## src/rtl/btn_press_detector.sv

```systemverilog
// Push-button conditioner: 2-flop synchroniser, shared sample prescaler and a per-button
// debounce / long-press / auto-repeat FSM with registered level and pulse outputs.
module btn_press_detector #(
    parameter int unsigned WIDTH    = 1,
    parameter int unsigned SMPL_DIV = 125000,
    parameter int unsigned DB_CNT   = 16,
    parameter int unsigned LONG_CNT = 500,
    parameter int unsigned REP_CNT  = 100
) (
    input  logic             CLK,
    input  logic             RST,
    input  logic [WIDTH-1:0] BTNIN,
    output logic [WIDTH-1:0] BTNLVL,
    output logic [WIDTH-1:0] BTNOUT,
    output logic [WIDTH-1:0] BTNLONG,
    output logic [WIDTH-1:0] BTNREP
);

    localparam int unsigned PW    = $clog2(SMPL_DIV);
    localparam int unsigned DBW   = $clog2(DB_CNT + 1);
    localparam int unsigned HCMAX = (LONG_CNT > REP_CNT) ? LONG_CNT : REP_CNT;
    localparam int unsigned HCW   = $clog2(HCMAX + 1);

    localparam logic [PW-1:0]  PS_LAST   = PW'(SMPL_DIV - 1);
    localparam logic [DBW-1:0] DB_LAST   = DBW'(DB_CNT - 1);
    localparam logic [HCW-1:0] LONG_LAST = HCW'(LONG_CNT - 1);
    localparam logic [HCW-1:0] REP_LAST  = HCW'(REP_CNT - 1);

    typedef enum logic [2:0] {StIdle, StPressChk, StHeld, StLong, StRelChk} state_e;

    logic [WIDTH-1:0] sync1_q, sync2_q;
    logic [PW-1:0]    ps_q;
    logic             tick;

    assign tick = (ps_q == PS_LAST);

    always_ff @(posedge CLK) begin
        if (RST) begin
            sync1_q <= '0;
            sync2_q <= '0;
            ps_q    <= '0;
        end else begin
            sync1_q <= BTNIN;
            sync2_q <= sync1_q;
            ps_q    <= tick ? '0 : ps_q + PW'(1);
        end
    end

    for (genvar i = 0; i < WIDTH; i++) begin : g_btn
        state_e         state_q, state_d;
        logic [DBW-1:0] dbc_q, dbc_d;
        logic [HCW-1:0] hc_q, hc_d;
        logic           ret_long_q, ret_long_d;
        logic           lvl_q, lvl_d, out_q, out_d, long_q, long_d, rep_q, rep_d;
        logic           s, db_done;

        assign s       = sync2_q[i];
        // dbc holds samples seen so far, so this sample completes the run when dbc == DB_CNT-1
        assign db_done = (dbc_q == DB_LAST);

        always_ff @(posedge CLK) begin
            if (RST) begin
                state_q    <= StIdle;
                dbc_q      <= '0;
                hc_q       <= '0;
                ret_long_q <= 1'b0;
                lvl_q      <= 1'b0;
                out_q      <= 1'b0;
                long_q     <= 1'b0;
                rep_q      <= 1'b0;
            end else begin
                state_q    <= state_d;
                dbc_q      <= dbc_d;
                hc_q       <= hc_d;
                ret_long_q <= ret_long_d;
                lvl_q      <= lvl_d;
                out_q      <= out_d;
                long_q     <= long_d;
                rep_q      <= rep_d;
            end
        end

        always_comb begin
            state_d    = state_q;
            dbc_d      = dbc_q;
            hc_d       = hc_q;
            ret_long_d = ret_long_q;
            if (tick) begin
                case (state_q)
                    StIdle, StPressChk: begin
                        if (!s) begin
                            state_d = StIdle;
                            dbc_d   = '0;
                        end else if (db_done) begin
                            state_d = StHeld;
                            dbc_d   = '0;
                            hc_d    = '0;
                        end else begin
                            state_d = StPressChk;
                            dbc_d   = dbc_q + DBW'(1);
                        end
                    end
                    StHeld, StLong: begin
                        if (s) begin
                            if (state_q == StHeld && hc_q == LONG_LAST) begin
                                state_d = StLong;
                                hc_d    = '0;
                            end else if (state_q == StLong && hc_q == REP_LAST) begin
                                hc_d = '0;
                            end else begin
                                hc_d = hc_q + HCW'(1);
                            end
                        end else if (db_done) begin
                            state_d = StIdle;
                            hc_d    = '0;
                        end else begin
                            state_d    = StRelChk;
                            dbc_d      = DBW'(1);
                            ret_long_d = (state_q == StLong);
                        end
                    end
                    StRelChk: begin
                        if (s) begin
                            // hc stays frozen so the hold cadence resumes where it stopped
                            state_d = ret_long_q ? StLong : StHeld;
                            dbc_d   = '0;
                        end else if (db_done) begin
                            state_d = StIdle;
                            dbc_d   = '0;
                            hc_d    = '0;
                        end else begin
                            dbc_d = dbc_q + DBW'(1);
                        end
                    end
                    default: state_d = StIdle;
                endcase
            end
        end

        always_comb begin
            lvl_d  = (state_d == StHeld) || (state_d == StLong) || (state_d == StRelChk);
            out_d  = 1'b0;
            long_d = 1'b0;
            rep_d  = 1'b0;
            if (tick && s) begin
                case (state_q)
                    StIdle, StPressChk: out_d  = db_done;
                    StHeld:             long_d = (hc_q == LONG_LAST);
                    StLong:             rep_d  = (hc_q == REP_LAST);
                    default: ;
                endcase
            end
        end

        assign BTNLVL[i]  = lvl_q;
        assign BTNOUT[i]  = out_q;
        assign BTNLONG[i] = long_q;
        assign BTNREP[i]  = rep_q;
    end

endmodule

```

## config.mk

```make
export PLATFORM = sky130hd
export DESIGN_NAME = btn_press_detector
export DESIGN_NICKNAME = d
export VERILOG_FILES = /design/src/rtl/btn_press_detector.sv
export SDC_FILE = /design/constraint.sdc
export NUM_CORES = 1
export LEC_CHECK = 0
export CORE_MARGIN = 1
export CORE_UTILIZATION = 50
export CTS_CLUSTER_DIAMETER = 120
export DETAILED_ROUTE_END_ITERATION = 8
export GPL_TIMING_DRIVEN = 1
export PLACE_DENSITY = 0.67
export SLEW_MARGIN = 20
export SYNTH_ARGS = -nofsm -noshare
export SYNTH_HDL_FRONTEND = slang
export SYNTH_SLANG_ARGS = --single-unit
```

## constraint.sdc

```tcl
create_clock -name CLK -period 2.11 [get_ports CLK]
set_input_delay 0.633 -clock CLK [delete_from_list [all_inputs] [get_ports CLK]]
set_output_delay 0.633 -clock CLK [all_outputs]
set_load 0.02 [all_outputs]
```

* Word level (Yosys, flattened, before mapping)
Index checks and enable logic that the tools add are counted.
Cells by class: add/subtract/negate cells 3, eq/ne operators 15, mux-type cells 23, bitwise operators 6, reductions and logical operators 16
Operators with widths (count):
- $mux 9 | 6
- $pmux 9 s3 | 1
- $mux 5 | 5
- $mux 3 | 6
- $add 17x1->17 const B | 1
- $eq 17x17->1 const B | 1
- $pmux 5 s3 | 1
- $eq 3x2->1 const B | 4
- $reduce_and 4->1 | 3
- $add 9x1->9 const B | 1
- $eq 9x7->1 const B | 1
- $eq 9x9->1 const B | 1
- $pmux 3 s3 | 1
- $reduce_or 3->1 | 3
- $ne 2x2->1 const B | 4
- $eq 3x3->1 const B | 2
- $not 1->1 | 6
- $reduce_or 2->1 | 3
- $add 5x1->5 const B | 1
- $eq 5x4->1 const B | 1
- $mux 2 | 2
- $eq 3x1->1 const B | 1
- $logic_and 1x1->1 | 3
- $logic_not 3->1 | 1
- 3 further kinds | 4
Word-level totals: register bits after elaboration 41, input bits 3, output and inout port bits 4, logic and storage cells 74

* Longest topological paths before layout
Gate-level depths: netlist of the first run.
depth in word-level cells 9, depth in mapped cells 8, depth with buffers taken out 7

* Worst setup path before layout of the first run
OpenSTA, ideal clock, no wires.
path kind register -> register, start point reg g_btn[0].dbc_q[0], end point reg g_btn[0].hc_q[3], setup time 0.071 ns, arrival time 1.884 ns, required time 2.039 ns, setup slack 0.155 ns, cell stages (with the launch flop) 8, path buffers 1, period minus slack after synthesis 1.955 ns, cell sequence dfxtp_1 -> ha_1 -> and4b_1 -> clkbuf_1 -> o211a_1 -> o31ai_1 -> o21ai_0 -> a21oi_1
Between the ends: word-level cells in the longest chain between the ends 4, elaborated cells between the ends (all ways) 6, classes of those cells eq/ne: 1; mux: 5
Ends and longest elaborated chain:
- start, declared | RTL line 51 | logic [DBW-1:0] dbc_q, dbc_d;
- start signal, assigned | RTL line 64 | dbc_q <= '0;
- start signal, assigned | RTL line 73 | dbc_q <= dbc_d;
- $eq 5x4->1 * | RTL line 59 | assign db_done = (dbc_q == DB_LAST);
- $mux 9 *
- $mux 9, on equally long branches
- $pmux 9 s3 *
- end signal, assigned | RTL line 65 | hc_q <= '0;
- end signal, assigned | RTL line 74 | hc_q <= hc_d;
- end, declared | RTL line 52 | logic [HCW-1:0] hc_q, hc_d;
Every way passes the cells marked *; elsewhere a longest branch is shown, timed or not. The select of a mux whose other input is x is not followed. A chain may end at the register's enable or synchronous reset.

* Worst setup path in the final report of the first run
start point reg g_btn[0].state_q[2], end point reg g_btn[0].lvl_q, in the netlist BTNLVL
Between the ends: word-level cells in the longest chain between the ends 9, elaborated cells between the ends (all ways) 19, classes of those cells eq/ne: 7; mux: 6; reduce/logical: 6
Ends and longest elaborated chain:
- start, declared | RTL line 50 | state_e state_q, state_d;
- start signal, assigned | RTL line 63 | state_q <= StIdle;
- start signal, assigned | RTL line 72 | state_q <= state_d;
- $eq 3x2->1 | RTL line 89, 105
- $logic_and 1x1->1 | RTL line 105 | if (state_q == StHeld && hc_q == LONG_LAST) begin
- $mux 3 | RTL line 105
- $mux 3 | RTL line 104 | if (s) begin
- $pmux 3 s3 | RTL line 89 | case (state_q)
- $mux 3 * | RTL line 88 | if (tick) begin
- $eq 3x2->1 | RTL line 141 | lvl_d = (state_d == StHeld) || (state_d == StLong) || (state_d == StRelChk);
- $logic_or 1x1->1 | RTL line 141
- $logic_or 1x1->1 * | RTL line 141
- end signal, assigned | RTL line 76 | lvl_q <= lvl_d;
- end, declared | RTL line 54 | logic lvl_q, lvl_d, out_q, out_d, long_q, long_d, rep_q, rep_d;
Every way passes the cells marked *; elsewhere a longest branch is shown, timed or not.

==> impl_metrics.json, run 1 <==
{
  "syn_nets": 244,
  "crit_type": "flip-flop to flip-flop",
  "worst_pin_slew_ps": 641.6,
  "synth.top_cell.area_share_pct": 41.00,
  "path_delay_family": "simple AND/OR/NAND/NOR gates",
  "htreeDepth": 2,
  "grt_max_degree": 17,
  "reg2reg_from": "g_btn[0].state_q[2]",
  "r2r-end": "BTNLVL",
  "initial_core_util_pct": 53.48,
  "fin_worst_skew_ps": 9.576,
  "dieArea_um2": 4261,
  "stdcell_area_um2": 2328,
  "status": "finished clean",
  "p_per_area_nw_per_um2": 598.2,
  "port_buffers": 6,
  "yosysSeqAreaShare_pct": 41.00,
  "overflow": 0,
  "hold_class": "flip-flop to flip-flop",
  "synthTopCellsByArea": "dfxtp_1 41%, nor2_1 7.5%, xor2_1 4.4%, nand3_1 3.8%, nand2_1 3.6%",
  "min_period_over_period_pct": 93.28,
  "n_antenna_cell": 0,
  "cts_buffer_depth": 2,
  "startpoint": "g_btn[0].state_q[2]",
  "crit_cells": 7,
  "ff2ff_path_depth": 7,
  "synth.largest_area_cell": "dfxtp_1",
  "cp-end-kind": "flip-flop",
  "drt_wl_total_mm": 4.014,
  "drt-initial-drc-count": 95,
  "cts_hold_buf": 0,
  "comb_power_share_pct": 3.7,
  "synth_edf_count": 0,
  "drc_errors": 0,
  "ir_drop_mv": 0.4558,
  "cts_buffers": 5,
  "r2r_slack_ps": 140,
  "fillers": 348,
  "place.gp.congestion": 0.9107,
  "via_count": 1692,
  "grt_setup_unrepaired": "no",
  "crit_end": "BTNLVL",
  "postSynthAreaPerCell_um2": 8.411,
  "antenna_found_initial": 0,
  "syn_inst": 238,
  "worstPathRequired_ps": 2340,
  "fp.dieH_um": 65.28,
  "setup_violations": 0,
  "area_growth_syn_to_layout_pct": 16.31,
  "cts_sinks": 41,
  "p_clk_share_pct": 39.9,
  "slew_headroom_pct": 56.97,
  "clock_latency_ps": 290,
  "hpwl_mm": 2.799,
  "path_max_fanout": 7,
  "startpoint_type": "flip-flop",
  "synth_warnings": 0,
  "p_switching_w": 0.0002937,
  "grt_usage_pct": 21.59,
  "netlist_area_um2": 2002,
  "fin_nets": 265,
  "cell_internal_pwr_w": 0.001099,
  "timing.final.crit_period_ps": 1968,
  "cap_violations": 0,
  "drv_slew": 0,
  "synth_ff_type": "dfxtp_1",
  "vias_per_cell": 5.494,
  "switching_share_pct": 21.09,
  "clockRootBuffer": "clkbuf_8",
  "drt_pass1_iterations": 4,
  "post-route-util_pct": 62.20,
  "layout_setup_ws_ps": 141.7,
  "synth_seq_cells": 41,
  "crit_slowest_cell": "dfxtp_1",
  "leakage_nw": 0.8407,
  "wl_per_cell_um": 13.03,
  "placed_area_um2": 2208,
  "grt_pass1_vias": 1622,
  "hold_violations": 0,
  "cp_data_arrival_time_ps": 2200,
  "fmax_mhz": 508.1,
  "layout-drive-gt1-share_pct": 14.62,
  "ant_nets": 0,
  "coreArea_um2": 3744,
  "cts_tree": "done",
  "dp_slack_ps": -110.6,
  "grt_pass1_wl_mm": 7.051,
  "crit_buf_inv": 1,
  "die_x_um": 65.28,
  "io_pins": 7,
  "setup_tns_ps": 0,
  "std_cell_rows": 22,
  "async_flop_share_pct": 0,
  "ys_types": 48,
  "path_cells": "buf_4 > nand2b_1 > o22a_1 > o311ai_0 > a41oi_1 > or4b_1 > o21ai_1",
  "p_seq_share_pct": 56.4,
  "clk_pin_slew_ps": 80,
  "max_stage_delay_ps": 470
}
## worst min path at each step
| stage | start | end | slack [ps] | cells after the start |
|---|---|---|---|---|
| floorplan | sync1_q | g_btn[0].s | 410 | 1 |
| global placement | ps_q[0] | ps_q[0] | 430 | 1 |
| detailed placement | sync1_q | g_btn[0].s | 430 | 1 |
| CTS | sync1_q | g_btn[0].s | 450 | 1 |
| global route | sync1_q | g_btn[0].s | 470 | 1 |
| finish | sync1_q | g_btn[0].s | 440 | 1 |
## registers in the layout (all words and copies together), names as in the netlist
name	cells
BTNLONG	1
BTNLVL	1
BTNOUT	1
BTNREP	1
g_btn.dbc_q	5
g_btn.hc_q	9
g_btn.ret_long_q	1
g_btn.s	1
g_btn.state_q	3
ps_q	17
sync1_q	1
## cell families (layout without fill, tap and decap cells)
family / after synthesis / in the layout / synth area share, %
AOI/OAI and AO/OA: 38 / 38 / 11.75
xor gates and xnor gates: 15 / 15 / 6.562
adders and majority gates: 3 / 3 / 1.875
buffers and inverters: 16 / 38 / 3.187
DFF: 41 / 41 / 41.00
muxes: 2 / 2 / 1.000
and+or+nand+nor: 123 / 123 / 34.63
## layout by cell type (no fill, tap or decap), drive strengths merged, types with 6 or more instances in the layout
master,synthesis,routed
nand2,19,19
xor2,10,10
dfxtp,41,41
clkbuf,7,7
buf,3,18
nor3,8,8
nand3,15,15
clkdlybuf4s50,0,6
inv,6,6
nor2,40,40
a21oi,11,11
o21ai,12,12
## power by group through the flow
| stage | sequential (W) | combinational [W] | clock (W) |
|---|---|---|---|
| CTS | 0.000786 | 0.0000513 | 0.000582 |
| global placement | 0.000804 | 0.0000508 | 0 |
| detailed placement | 0.000804 | 0.0000512 | 0 |
| finish | 0.000786 | 0.0000513 | 0.000556 |
| floorplan | 0.000804 | 0.0000297 | 0 |
| global route | 0.000787 | 0.0000557 | 0.000617 |
## worst reg2reg max path, stage by stage, from the launching register on
cell and delay [ps]:
dfxtp_1 470, buf_4 180, nand2b_1 180, o22a_1 140
o311ai_0 120, a41oi_1 280, or4b_1 450, o21ai_1 80
## per-layer routing
| layer | GRT usage [%] | vias up | part of all wire [%] |
|---|---|---|---|
| li1 | - | 888 | - |
| met1 | 25.67 | 773 | 50 |
| met2 | 36.73 | 27 | 46 |
| met3 | 5.729 | 4 | 3.1 |
| met4 | 8.424 | 0 | 0.80 |
| met5 | 0 | - | 0 |
## layout make-up
cell class / instances / area [µm²] / area share (%)
clock buffers: 7 / 96.34 / 4.138
clock inverters: 1 / 5.005 / 0.2149
inverters: 6 / 22.52 / 0.9672
multi-input cells: 181 / 1129 / 48.47
flip-flops and latches: 41 / 820.8 / 35.25
well taps: 48 / 60.06 / 2.579
repair buffers: 24 / 195.2 / 8.383
## per-stage QoR
stage               hold WS (ps)  total power, W  instances
floorplan                  413.8       0.0008333        238
global placement           433.0       0.0008547        299
detailed placement         430.1       0.0008553        299
CTS                        447.7        0.001419        307
global route               471.7        0.001459        308
finish                     442.7        0.001393        308
## synthesized netlist by cell type (2+ instances only)
library cell,number
dfxtp_1,41
nor2_1,40
nand2_1,19
nand3_1,15
a21oi_1,11
o21ai_0,11
xor2_1,10
nor3_1,8
clkbuf_1,7
inv_1,6
and3_1,5
nand3b_1,5
xnor2_1,5
nor2b_1,4
a31oi_1,3
buf_2,3
ha_1,3
nand4_1,3
nor4b_1,3
and4b_1,2
and4bb_2,2
mux2i_1,2
nor3b_1,2
nor4_4,2
o22ai_1,2
or4_1,2
## what timing repair did
action	4_1_cts	5_1_grt
endpoints found under the hold margin	0	0
setup endpoints to repair	8	2
buffers inserted	0	1
pin swaps	0	1
resized for setup	1	1
(Power assumes the default switching activity.)
==> run 2: changes to the inputs <==
--- a/config.mk
+++ b/config.mk
@@ -5,7 +5,8 @@
 export SDC_FILE = /design/constraint.sdc
 export NUM_CORES = 1
 export LEC_CHECK = 0
-export CORE_MARGIN = 1
+export ABC_AREA = 1
+export CORE_MARGIN = 4
 export CORE_UTILIZATION = 50
 export CTS_CLUSTER_DIAMETER = 120
 export DETAILED_ROUTE_END_ITERATION = 8
==> impl_metrics.json, run 2 <==
{
  "grt_usage_pct": 17.69,
  "syn_inst": 357,
  "grt_pass1_wl_mm": 8.804,
  "hold_ws_ps": 407.6,
  "grt_pass1_vias": 2030,
  "synth.top_cell.area_share_pct": 35.38,
  "p_per_area_nw_per_um2": 613.2,
  "multi_input_area_um2": 1282,
  "clockRootBuffer": "clkbuf_8",
  "ff2ff_path_depth": 9,
  "min_period_over_period_pct": 87.78,
  "ys_types": 32,
  "vias_per_cell": 5.133,
  "cts_buffer_depth": 2,
  "synthTopCellsByArea": "dfxtp_1 35%, nand2_1 13%, nor2_1 11%, inv_1 7.3%, nand3_1 5.2%",
  "hold_class": "flip-flop to flip-flop",
  "antenna_found_initial": 0,
  "clk_pin_slew_ps": 80,
  "cts_hold_buf": 0,
  "post_cts_resized": 0,
  "clock_latency_ps": 290,
  "drt_pass1_iterations": 4,
  "layout_common_cells": "80 x nand2_1, 69 x nor2_1, 45 x inv_1, 41 x dfxtp_1, 24 x nand3_1",
  "drt_wl_total_mm": 4.840,
  "hold_violations": 0,
  "reg2reg_from": "ps_q[0]",
  "yosysMostFrequentCell": "nand2_1",
  "worst_pin_slew_ps": 453.6,
  "htreeDepth": 2,
  "holdPathStages": 2,
  "path_delay_family": "buffers and inverters",
  "cp-end-kind": "output pin",
  "min_delay_worst_endpoint": "g_btn[0].s",
  "placed_area_um2": 2450,
  "timing.final.crit_period_ps": 1852,
  "wl_per_cell_um": 11.47,
  "fin_nets": 375,
  "layout-drive-gt1-share_pct": 11.35,
  "hpwl_mm": 3.626,
  "setup_violations": 0,
  "crit_buf_inv": 1,
  "startpoint_type": "flip-flop",
  "drt-initial-drc-count": 214,
  "regMostFlops": "ps_q",
  "synth_edf_count": 0,
  "fp.dieH_um": 76.12,
  "async_flop_share_pct": 0,
  "stdcell_area_um2": 2584,
  "cp_data_arrival_time_ps": 1220,
  "coreArea_um2": 4414,
  "fin_worst_skew_ps": 8.879,
  "drc_errors": 0,
  "fmax_mhz": 539.9,
  "synth_ff_type": "dfxtp_1",
  "syn_nets": 363,
  "leakage_nw": 1.055,
  "r2r_slack_ps": 270,
  "io_pins": 7,
  "place.gp.congestion": 0.8384,
  "area_growth_syn_to_layout_pct": 11.38,
  "dp_slack_ps": 187.3,
  "die_x_um": 76.12,
  "postSynthAreaPerCell_um2": 6.498,
  "overflow": 0,
  "ant_nets": 0,
  "worstPathRequired_ps": 1480,
  "grt_max_degree": 14,
  "std_cell_rows": 24,
  "n_antenna_cell": 0,
  "synth_commonest_cells": "80 x nand2_1, 69 x nor2_1, 45 x inv_1",
  "initial_core_util_pct": 52.55,
  "synth_seq_cells": 41,
  "dieArea_um2": 5793,
  "cts_sinks": 41,
  "via_count": 2166,
  "fillers": 433,
  "crit_type": "flip-flop to output pin",
  "synth.largest_area_cell": "dfxtp_1",
  "path_cells": "clkdlybuf4s50_1",
  "synth_warnings": 0,
  "port_buffers": 6,
  "ir_drop_mv": 0.4229,
  "crit_slowest_cell": "clkdlybuf4s50_1",
  "post_cts_buffers": 0,
  "grt_setup_unrepaired": "no",
  "path_max_fanout": 1,
  "top_regs": "ps_q x17, g_btn.hc_q x9, g_btn.dbc_q x5",
  "status": "finished clean",
  "max_stage_delay_ps": 600,
  "final_common_cell": "nand2_1",
  "netlist_area_um2": 2320,
  "hp-start": "sync1_q",
  "cts_buffers": 5,
  "cap_violations": 0,
  "layout_setup_ws_ps": 257.7,
  "slew_headroom_pct": 69.69,
  "setup_tns_ps": 0,
  "yosysSeqAreaShare_pct": 35.38,
  "cts_tree": "done",
  "largest_reg_flops": 17,
  "seqCellArea_um2": 820.8,
  "r2r-end": "ps_q[4]",
  "drv_slew": 0,
  "post-route-util_pct": 58.53
}
run 2: cell count changes after synthesis, moves of 6 or more:
| cell | change |
|---|---|
| inv_1 | +39 |
| o21ai_0 | -6 |
| nand3_1 | +9 |
| nand2_1 | +61 |
| nor2_1 | +29 |
| inv_2 | +6 |
| nand2_2 | +8 |
run 2: how the worst max path moves through the flow:
stage / startpoint / to / cells past startpoint
after global routing: ps_q[0] / g_btn[0].hc_q[3] / 10
after floorplan: ps_q[0] / ps_q[14] / 8
final: BTNLVL / BTNLVL / 1
after detailed placement: RST / ps_q[4] / 5
after global placement: RST / ps_q[4] / 5
after CTS: BTNLVL / BTNLVL / 1
run 2: cell type report:
type / count / share of cell area (%)
multi-input combinational: 260 / 49.64
sequential: 41 / 31.77
inverter: 51 / 7.409
timing repair buffer: 10 / 3.487
clock buffer: 5 / 2.663
clock inverter: 3 / 2.518
tap: 52 / 2.518
run 2: where the power goes:
group	switching, W	leakage, nW	internal [W]
Clock	0.000283	0.0681	0.000470
Combinational	0.0000270	0.656	0.0000168
Sequential	0.00000753	0.331	0.000779
Total	0.000318	1.06	0.00127
run 2: worst min-delay path: cells and delay by family, from the launching register on:
kind	cells	cell delay [ps]
buf+inv	1	40
simple gates	1	30
flops	1	300
run 2: through the flow:
stage,std cells,power [W]
finish,422,0.001584
global route,422,0.001641
CTS,422,0.001600
detailed placement,414,0.0008495
global placement,414,0.0008484
floorplan,357,0.0008340
run 2: cell families (layout without fill, tap and decap cells):
logic type / Yosys count / in the layout / share of synthesized area (%)
XOR/XNOR: 7 / 7 / 2.643
adder cells (fa/ha/maj): 3 / 3 / 1.618
AND/OR/NAND/NOR: 214 / 214 / 41.69
flip-flops: 41 / 41 / 35.38
AO/OA/AOI/OAI: 36 / 36 / 9.331
buffers and inverters: 56 / 69 / 9.331
run 2: layer usage:
metal | part of all wire (%) | track usage (%) | wire length (µm)
met1 | 50 | 24.00 | 2418
met5 | 0 | 0 | 0
met2 | 44 | 28.42 | 2147
met3 | 4.8 | 3.546 | 234
met4 | 0.83 | 4.895 | 40
